$ cat config.mk
export PLATFORM = sky130hd
export DESIGN_NAME = filter_gmii_mc_cpu_regs
export DESIGN_NICKNAME = d
export VERILOG_FILES = /design/src/rtl/filter_gmii_mc_cpu_regs.sv
export SDC_FILE = /design/constraint.sdc
export NUM_CORES = 1
export LEC_CHECK = 0
export CORE_ASPECT_RATIO = 1.4
export CORE_MARGIN = 10
export CORE_UTILIZATION = 33
export CTS_CLUSTER_DIAMETER = 120
export DETAILED_ROUTE_END_ITERATION = 8
export SLEW_MARGIN = 5
export SYNTH_ARGS = -nofsm -noshare
export SYNTH_HDL_FRONTEND = slang
export SYNTH_SLANG_ARGS = --single-unit
$ cat constraint.sdc
create_clock -name clk -period 2.75 [get_ports clk]
set_input_delay 0.825 -clock clk [delete_from_list [all_inputs] [get_ports clk]]
set_output_delay 0.825 -clock clk [all_outputs]
set_load 0.05 [all_outputs]
$ cat src/rtl/filter_gmii_mc_cpu_regs.sv
// AXI4-Lite register block for NUM_CHANNELS GMII filter ports: global ID/VERSION/CAPS,
// per-channel CTRL/MIN_IFG and saturating clear-on-read packet/drop counters.
module filter_gmii_mc_cpu_regs #(
  parameter logic [31:0] C_BASE_ADDRESS     = 32'h0000_0000,
  parameter int unsigned C_S_AXI_DATA_WIDTH = 32,
  parameter int unsigned C_S_AXI_ADDR_WIDTH = 32,
  parameter int unsigned NUM_CHANNELS       = 4,
  parameter int unsigned IFG_WIDTH          = 16,
  parameter int unsigned IFG_DEFAULT        = 12
) (
  input  logic                              clk,
  input  logic                              reset,
  input  logic [31:0]                       id_reg,
  input  logic [31:0]                       version_reg,
  input  logic [NUM_CHANNELS-1:0]           pkt_event,
  input  logic [NUM_CHANNELS-1:0]           drop_event,
  output logic [NUM_CHANNELS-1:0]           chan_enable,
  output logic [NUM_CHANNELS*IFG_WIDTH-1:0] min_ifg_flat,
  input  logic [C_S_AXI_ADDR_WIDTH-1:0]     S_AXI_AWADDR,
  input  logic                              S_AXI_AWVALID,
  output logic                              S_AXI_AWREADY,
  input  logic [C_S_AXI_DATA_WIDTH-1:0]     S_AXI_WDATA,
  input  logic [C_S_AXI_DATA_WIDTH/8-1:0]   S_AXI_WSTRB,
  input  logic                              S_AXI_WVALID,
  output logic                              S_AXI_WREADY,
  output logic [1:0]                        S_AXI_BRESP,
  output logic                              S_AXI_BVALID,
  input  logic                              S_AXI_BREADY,
  input  logic [C_S_AXI_ADDR_WIDTH-1:0]     S_AXI_ARADDR,
  input  logic                              S_AXI_ARVALID,
  output logic                              S_AXI_ARREADY,
  output logic [C_S_AXI_DATA_WIDTH-1:0]     S_AXI_RDATA,
  output logic [1:0]                        S_AXI_RRESP,
  output logic                              S_AXI_RVALID,
  input  logic                              S_AXI_RREADY
);

  localparam int unsigned AW = C_S_AXI_ADDR_WIDTH;
  localparam int unsigned DW = C_S_AXI_DATA_WIDTH;
  localparam int unsigned SW = DW / 8;
  localparam logic [1:0] RESP_OKAY   = 2'b00;
  localparam logic [1:0] RESP_SLVERR = 2'b10;
  localparam logic [31:0] CAPS_VALUE = {16'(IFG_WIDTH), 16'(NUM_CHANNELS)};

  logic                 awready_q, awready_d, wready_q, wready_d, arready_q, arready_d;
  logic                 bvalid_q, bvalid_d, rvalid_q, rvalid_d;
  logic [1:0]           bresp_q, bresp_d, rresp_q, rresp_d;
  logic [DW-1:0]        rdata_q, rdata_d, wdata_q, wdata_d;
  logic [SW-1:0]        wstrb_q, wstrb_d;
  logic                 aw_held_q, aw_held_d, w_held_q, w_held_d, ar_pend_q, ar_pend_d;
  logic [AW-1:0]        awaddr_q, awaddr_d, araddr_q, araddr_d;
  logic [NUM_CHANNELS-1:0]                en_q, en_d;
  logic [NUM_CHANNELS-1:0][IFG_WIDTH-1:0] ifg_q, ifg_d;
  logic [NUM_CHANNELS-1:0][31:0]          pkt_q, pkt_d, drop_q, drop_d;

  logic [NUM_CHANNELS-1:0] pkt_clr, drop_clr;
  logic [AW-1:0]           rd_w, wr_w;
  logic [31:0]             rd_data;
  logic [1:0]              rd_resp;
  logic                    wr_ok;

  // Word index of an address relative to the block base; byte-offset bits drop out here.
  function automatic logic [AW-1:0] word_of(input logic [AW-1:0] addr);
    return (addr ^ AW'(C_BASE_ADDRESS)) >> 2;
  endfunction

  function automatic logic [31:0] merge_bytes(input logic [31:0] old, input logic [31:0] data,
                                              input logic [SW-1:0] strb);
    logic [31:0] r;
    r = old;
    for (int b = 0; b < int'(SW); b++) begin
      if (strb[b]) r[8*b +: 8] = data[8*b +: 8];
    end
    return r;
  endfunction

  always_comb begin
    awready_d = awready_q;
    wready_d  = wready_q;
    arready_d = arready_q;
    bvalid_d  = bvalid_q;
    bresp_d   = bresp_q;
    rvalid_d  = rvalid_q;
    rresp_d   = rresp_q;
    rdata_d   = rdata_q;
    aw_held_d = aw_held_q;
    awaddr_d  = awaddr_q;
    w_held_d  = w_held_q;
    wdata_d   = wdata_q;
    wstrb_d   = wstrb_q;
    ar_pend_d = ar_pend_q;
    araddr_d  = araddr_q;
    en_d      = en_q;
    ifg_d     = ifg_q;
    pkt_d     = pkt_q;
    drop_d    = drop_q;
    pkt_clr   = '0;
    drop_clr  = '0;
    rd_data   = 32'hDEAD_BEEF;
    rd_resp   = RESP_SLVERR;
    wr_ok     = 1'b0;
    rd_w      = word_of(araddr_q);
    wr_w      = word_of(awaddr_q);

    // Write address/data capture, commit once both are held
    if (bvalid_q && S_AXI_BREADY) bvalid_d = 1'b0;
    if (awready_q && S_AXI_AWVALID) begin
      aw_held_d = 1'b1;
      awaddr_d  = S_AXI_AWADDR;
    end
    if (wready_q && S_AXI_WVALID) begin
      w_held_d = 1'b1;
      wdata_d  = S_AXI_WDATA;
      wstrb_d  = S_AXI_WSTRB;
    end
    if (aw_held_q && w_held_q) begin
      aw_held_d = 1'b0;
      w_held_d  = 1'b0;
      bvalid_d  = 1'b1;
      if ((wr_w >> 6) == AW'(1)) begin
        for (int c = 0; c < int'(NUM_CHANNELS); c++) begin
          if (wr_w[5:2] == 4'(c)) begin
            if (wr_w[1:0] == 2'd0) begin
              wr_ok = 1'b1;
              if (wstrb_q[0]) en_d[c] = wdata_q[0];
            end else if (wr_w[1:0] == 2'd1) begin
              wr_ok    = 1'b1;
              ifg_d[c] = IFG_WIDTH'(merge_bytes(32'(ifg_q[c]), wdata_q, wstrb_q));
            end
          end
        end
      end
      bresp_d = wr_ok ? RESP_OKAY : RESP_SLVERR;
    end

    // Read: address latched on acceptance, data registered one edge later
    if (rvalid_q && S_AXI_RREADY) rvalid_d = 1'b0;
    if (arready_q && S_AXI_ARVALID) begin
      ar_pend_d = 1'b1;
      araddr_d  = S_AXI_ARADDR;
    end
    if (ar_pend_q) begin
      if ((rd_w >> 6) == AW'(0) && rd_w[5:2] == 4'd0) begin
        rd_resp = RESP_OKAY;
        case (rd_w[1:0])
          2'd0:    rd_data = id_reg;
          2'd1:    rd_data = version_reg;
          2'd2:    rd_data = CAPS_VALUE;
          default: begin
            rd_data = 32'hDEAD_BEEF;
            rd_resp = RESP_SLVERR;
          end
        endcase
      end else if ((rd_w >> 6) == AW'(1)) begin
        for (int c = 0; c < int'(NUM_CHANNELS); c++) begin
          if (rd_w[5:2] == 4'(c)) begin
            rd_resp = RESP_OKAY;
            case (rd_w[1:0])
              2'd0:    rd_data = 32'(en_q[c]);
              2'd1:    rd_data = 32'(ifg_q[c]);
              2'd2: begin
                rd_data    = pkt_q[c];
                pkt_clr[c] = 1'b1;
              end
              default: begin
                rd_data     = drop_q[c];
                drop_clr[c] = 1'b1;
              end
            endcase
          end
        end
      end
      ar_pend_d = 1'b0;
      rvalid_d  = 1'b1;
      rdata_d   = DW'(rd_data);
      rresp_d   = rd_resp;
    end

    // Saturating counters; an event on the clearing edge survives as a count of one
    for (int c = 0; c < int'(NUM_CHANNELS); c++) begin
      if (pkt_clr[c])                               pkt_d[c] = 32'(pkt_event[c]);
      else if (pkt_event[c] && pkt_q[c] != '1)      pkt_d[c] = pkt_q[c] + 32'd1;
      if (drop_clr[c])                              drop_d[c] = 32'(drop_event[c]);
      else if (drop_event[c] && drop_q[c] != '1)    drop_d[c] = drop_q[c] + 32'd1;
    end

    awready_d = !aw_held_d && !bvalid_d;
    wready_d  = !w_held_d && !bvalid_d;
    arready_d = !rvalid_d && !ar_pend_d;
  end

  always_ff @(posedge clk) begin
    if (reset) begin
      awready_q <= 1'b0;
      wready_q  <= 1'b0;
      arready_q <= 1'b0;
      bvalid_q  <= 1'b0;
      bresp_q   <= 2'b00;
      rvalid_q  <= 1'b0;
      rresp_q   <= 2'b00;
      rdata_q   <= '0;
      aw_held_q <= 1'b0;
      awaddr_q  <= '0;
      w_held_q  <= 1'b0;
      wdata_q   <= '0;
      wstrb_q   <= '0;
      ar_pend_q <= 1'b0;
      araddr_q  <= '0;
      en_q      <= '0;
      ifg_q     <= {NUM_CHANNELS{IFG_WIDTH'(IFG_DEFAULT)}};
      pkt_q     <= '0;
      drop_q    <= '0;
    end else begin
      awready_q <= awready_d;
      wready_q  <= wready_d;
      arready_q <= arready_d;
      bvalid_q  <= bvalid_d;
      bresp_q   <= bresp_d;
      rvalid_q  <= rvalid_d;
      rresp_q   <= rresp_d;
      rdata_q   <= rdata_d;
      aw_held_q <= aw_held_d;
      awaddr_q  <= awaddr_d;
      w_held_q  <= w_held_d;
      wdata_q   <= wdata_d;
      wstrb_q   <= wstrb_d;
      ar_pend_q <= ar_pend_d;
      araddr_q  <= araddr_d;
      en_q      <= en_d;
      ifg_q     <= ifg_d;
      pkt_q     <= pkt_d;
      drop_q    <= drop_d;
    end
  end

  assign S_AXI_AWREADY = awready_q;
  assign S_AXI_WREADY  = wready_q;
  assign S_AXI_ARREADY = arready_q;
  assign S_AXI_BVALID  = bvalid_q;
  assign S_AXI_BRESP   = bresp_q;
  assign S_AXI_RVALID  = rvalid_q;
  assign S_AXI_RRESP   = rresp_q;
  assign S_AXI_RDATA   = rdata_q;
  assign chan_enable   = en_q;
  assign min_ifg_flat  = ifg_q;

endmodule
==> summary.md <==
| Metric | Value |
|---|---|
| Max VDD drop | `about 0.47 mV` |
| Cts bufs inserted | `48` |
| Final setup viols | `0` |
| Routed Antenna Nets | `0` |
| Pwr/cell area | `513.6 mW/mm^2` |
| Sequential-to-total area share from yosys stat | `0.3764` |
| Final critical-path required period | `~2.7 ns` |
| Initial antenna violation count | `6` |
| Number of synthesized flops with an enable pin | `0` |
| Area grow syn2layout | `26.83%` |
| Avg Inst Size Synth | `slightly above 8 sq um` |
| First-pass GRT wire length | `139.3 mm` |
| CP arrival | `roughly 1.9 ns` |
| Clock Skew | `about 0.035 ns` |
| Status | `finished, final reports clean` |
| Gpl congestion | `between 0.9 and 1` |
| CTS H-Tree Depth | `2` |
| Maximum achievable frequency | `about 0.37 GHz` |
| Area after DPL | `0.02827 sq mm` |
| Buf/Inv on CP | `1` |
| Remaining DRCs | `0` |
| WS Path Type | `reg -> out` |
| Vias | `23970` |
| Mapped Area | `between 0.02 and 0.025 sq mm` |
| Layout cells sized above 1 | `0.1302` |
| Design Area, Final | `~0.030 sq mm` |
| Worst slew margin | `0.2713` |
| Cell row count | `~120` |
| Final Hold Vio Count | `0` |
| RSZ-0062 raised after global routing | `no` |
| Ant. Diodes | `0` |
| Hold buffer count at cts | `0` |
| Synth top area cells | `dfxtp_1 38%, a21oi_1 6.3%, nand2_1 5.3%` |
| First-pass iteration count of the detailed router | `6` |
| Placement Setup Slack | `-0.1078 ns` |
| Largest area contributor in the netlist | `dfxtp_1` |
| Post-detail-place hpwl | `between 70 and 80 mm` |
| Final wirelength | `about 93 mm` |
| Core ar. | `0.07126 sq mm` |
| Slowest-stage cell, CP | `clkdlybuf4s50_1` |
| Post-CTS Setup Repair Bufs | `0` |
| Fin. max-slew vios | `0` |
| Grt ovf | `0` |
| Hold crit path type | `reg -> reg` |
| Initial Util | `0.3313` |
| Largest net degree at the start of global routing | `92` |
| Synth Register Bits | `444` |
| Synth warnings | `0` |
| Die height | `roughly 340 um` |
| Worst slew pin tran | `1.092 ns` |
| Leak pwr | `9.987 nW` |
| CP max stage delay | `between 0.8 and 0.9 ns` |
| Netlist cell types | `between 80 and 90` |
| Wirelength per Cell | `approximately 22 um` |
| # clock sinks | `between 400 and 500` |
| CTS tree | `yes` |
| Crit. End Element | `primary output` |
| Root buffer cell | `clkbuf_16` |
| Routed vias/inst | `between 5 and 6` |
| Final WS setup | `around 0.063 ns` |
| Die area | `between 0.08 and 0.09 sq mm` |
| Port bufs | `263` |
| Data required time at the worst endpoint | `1.93 ns` |
| Type of origin of the critical path | `register` |
| CP delay by family, top | `buffers and inverters` |
| Post-synth top area share | `0.3764` |
| Max-cap violations | `0` |
| Iter 0 DRT Violations | `2012` |
| # IOs | `between 200 and 300` |
| Syn Inst Count | `between 2000 and 3000` |
| Clock slew at reported path FFs | `about 0.060 ns` |
| Final period util | `0.9772` |
| Clock Path Buffers | `3` |
| Die Wd | `246.1 um` |
| Fill count | `between 7000 and 8000` |
| Clk_lat worst skew | `0.64 ns` |
| Top FF cell, synth | `dfxtp_1` |
| Critical Path Fanout Max | `3` |
| Async S/R FF share, synth | `0` |
| Crit-path cells | `clkdlybuf4s50_1` |
| Fin nets | `between 3000 and 4000` |
| Total GRT Usage | `0.2163` |
| Vias in the first global route | `between 20000 and 25000` |
-- flip-flops by register name, indices dropped and copies added (netlist names) --
register and count:
S_AXI_RVALID 1, awaddr_q 30, ar_pend_q 1, araddr_q 30
wdata_q 16, aw_held_q 1, S_AXI_ARREADY 1, min_ifg_flat 64
S_AXI_RDATA 32, S_AXI_BVALID 1, drop_q 128, S_AXI_BRESP 1
S_AXI_AWREADY 1, pkt_q 128, S_AXI_WREADY 1, wstrb_q 2
w_held_q 1, S_AXI_RRESP 1, chan_enable 4
-- power breakdown --
part	leakage [nW]	total, W	internal [W]	switching (W)
logic	5.57	0.00166	0.000680	0.000983
registers	3.59	0.00667	0.00654	0.000129
clock network	0.827	0.00705	0.00410	0.00295
total	9.99	0.0154	0.0113	0.00406
-- cell type report --
class,count,area (sq um),area share
Inverter,54,202.7,0.006768
Sequential cell,444,8896,0.2971
Timing Repair Buffer,462,4327,0.1445
Multi-Input combinational cell,2168,13630,0.4551
Tap cell,944,1181,0.03944
Clock inverter,19,287.8,0.009609
Clock buffer,70,1424,0.04755
-- worst min-delay path, delay by kind of cell (launching register included) --
kind,cells,cell delay (ns)
DFF,1,0.30
and+or+nand+nor,1,0.05
AOI/OAI and AO/OA,1,0.05
-- per-stage QoR --
stage               cells  power [W]  setup TNS, ns  hold WS [ns]  utilization
floorplan            2876   0.007598              0        0.4308            -
global placement     4072   0.008444        -0.1210        0.4384       0.3968
detailed placement   4072   0.008448        -0.5354        0.4448       0.3968
CTS                  4161    0.01547              0        0.4529       0.4199
global route         4161    0.01585              0        0.4692       0.4202
finish               4161    0.01538              0        0.4526       0.4202
-- metal layers --
layer / global-route usage / wire length [um] / up-vias
li1: - / - / 11380
met1: 0.2559 / 36570 / 11500
met2: 0.3623 / 44530 / 884
met3: 0.04617 / 7281 / 209
met4: 0.1110 / 5091 / 2
met5: 0 / 10 / -
-- cell usage after synthesis (51+ instances only) --
master,count
a21oi_1,299
clkbuf_1,119
dfxtp_1,444
inv_1,53
mux2_2,65
mux2i_1,123
nand2_1,335
nand3_1,94
nand4_1,87
nor2_1,170
nor3_1,51
o21ai_0,166
or3_1,116
or4_1,76
-- what timing repair did --
item	in CTS	in global routing
gates resized for setup	49	9
pin swaps	0	0
setup endpoints to repair	49	9
-- final timing paths --
| path | start | endpoint | slack [ns] | cells after the start |
|---|---|---|---|---|
| min reg2reg | araddr_q[14] | araddr_q[14] | 0.45 | 2 |
| max reg2reg | araddr_q[3] | S_AXI_RDATA[7] | 0.14 | 6 |
| min | araddr_q[14] | araddr_q[14] | 0.45 | 2 |
| max | min_ifg_flat[39] | min_ifg_flat[39] | 0.06 | 1 |
-- logic make-up (layout without fill, tap and decap cells) --
family	after synthesis	in the layout	share of synthesized area
and+or+nand+nor	1144	1144	0.2600
AOI/OAI and AO/OA	774	774	0.2030
other	1	2	0.0001588
DFF	444	444	0.3764
muxes	196	196	0.09077
buffers and inverters	264	605	0.04907
adders and majority gates	8	8	0.004239
xor gates and xnor gates	44	44	0.01632
-- cells in the final DEF, fill, tap and decap left out, types with 9 or more instances in the layout --
master	n
and3_1	38
clkbuf_16	48
nor2_1	169
o211ai_1	35
buf_4	184
a211oi_1	24
nand3_1	94
nand2_1	335
nor3_1	50
a22oi_1	18
mux2i_1	123
and2_1	22
xnor2_1	25
a21oi_1	299
inv_1	53
dlymetal6s2s_1	9
or3_1	116
clkbuf_8	14
a31o_2	12
dfxtp_1	442
dlygate4sd2_1	49
xor2_1	19
o31ai_1	49
nand2b_1	9
or4_1	76
o32ai_1	14
nor4_1	40
or2_2	9
a221oi_1	28
nand4_1	87
o22ai_1	16
o21ai_0	166
a211o_1	13
buf_12	20
and4_1	36
a31oi_1	22
clkdlybuf4s50_1	199
a22o_1	12
mux2_2	65
No activity file was read; power rests on OpenSTA's default activity.
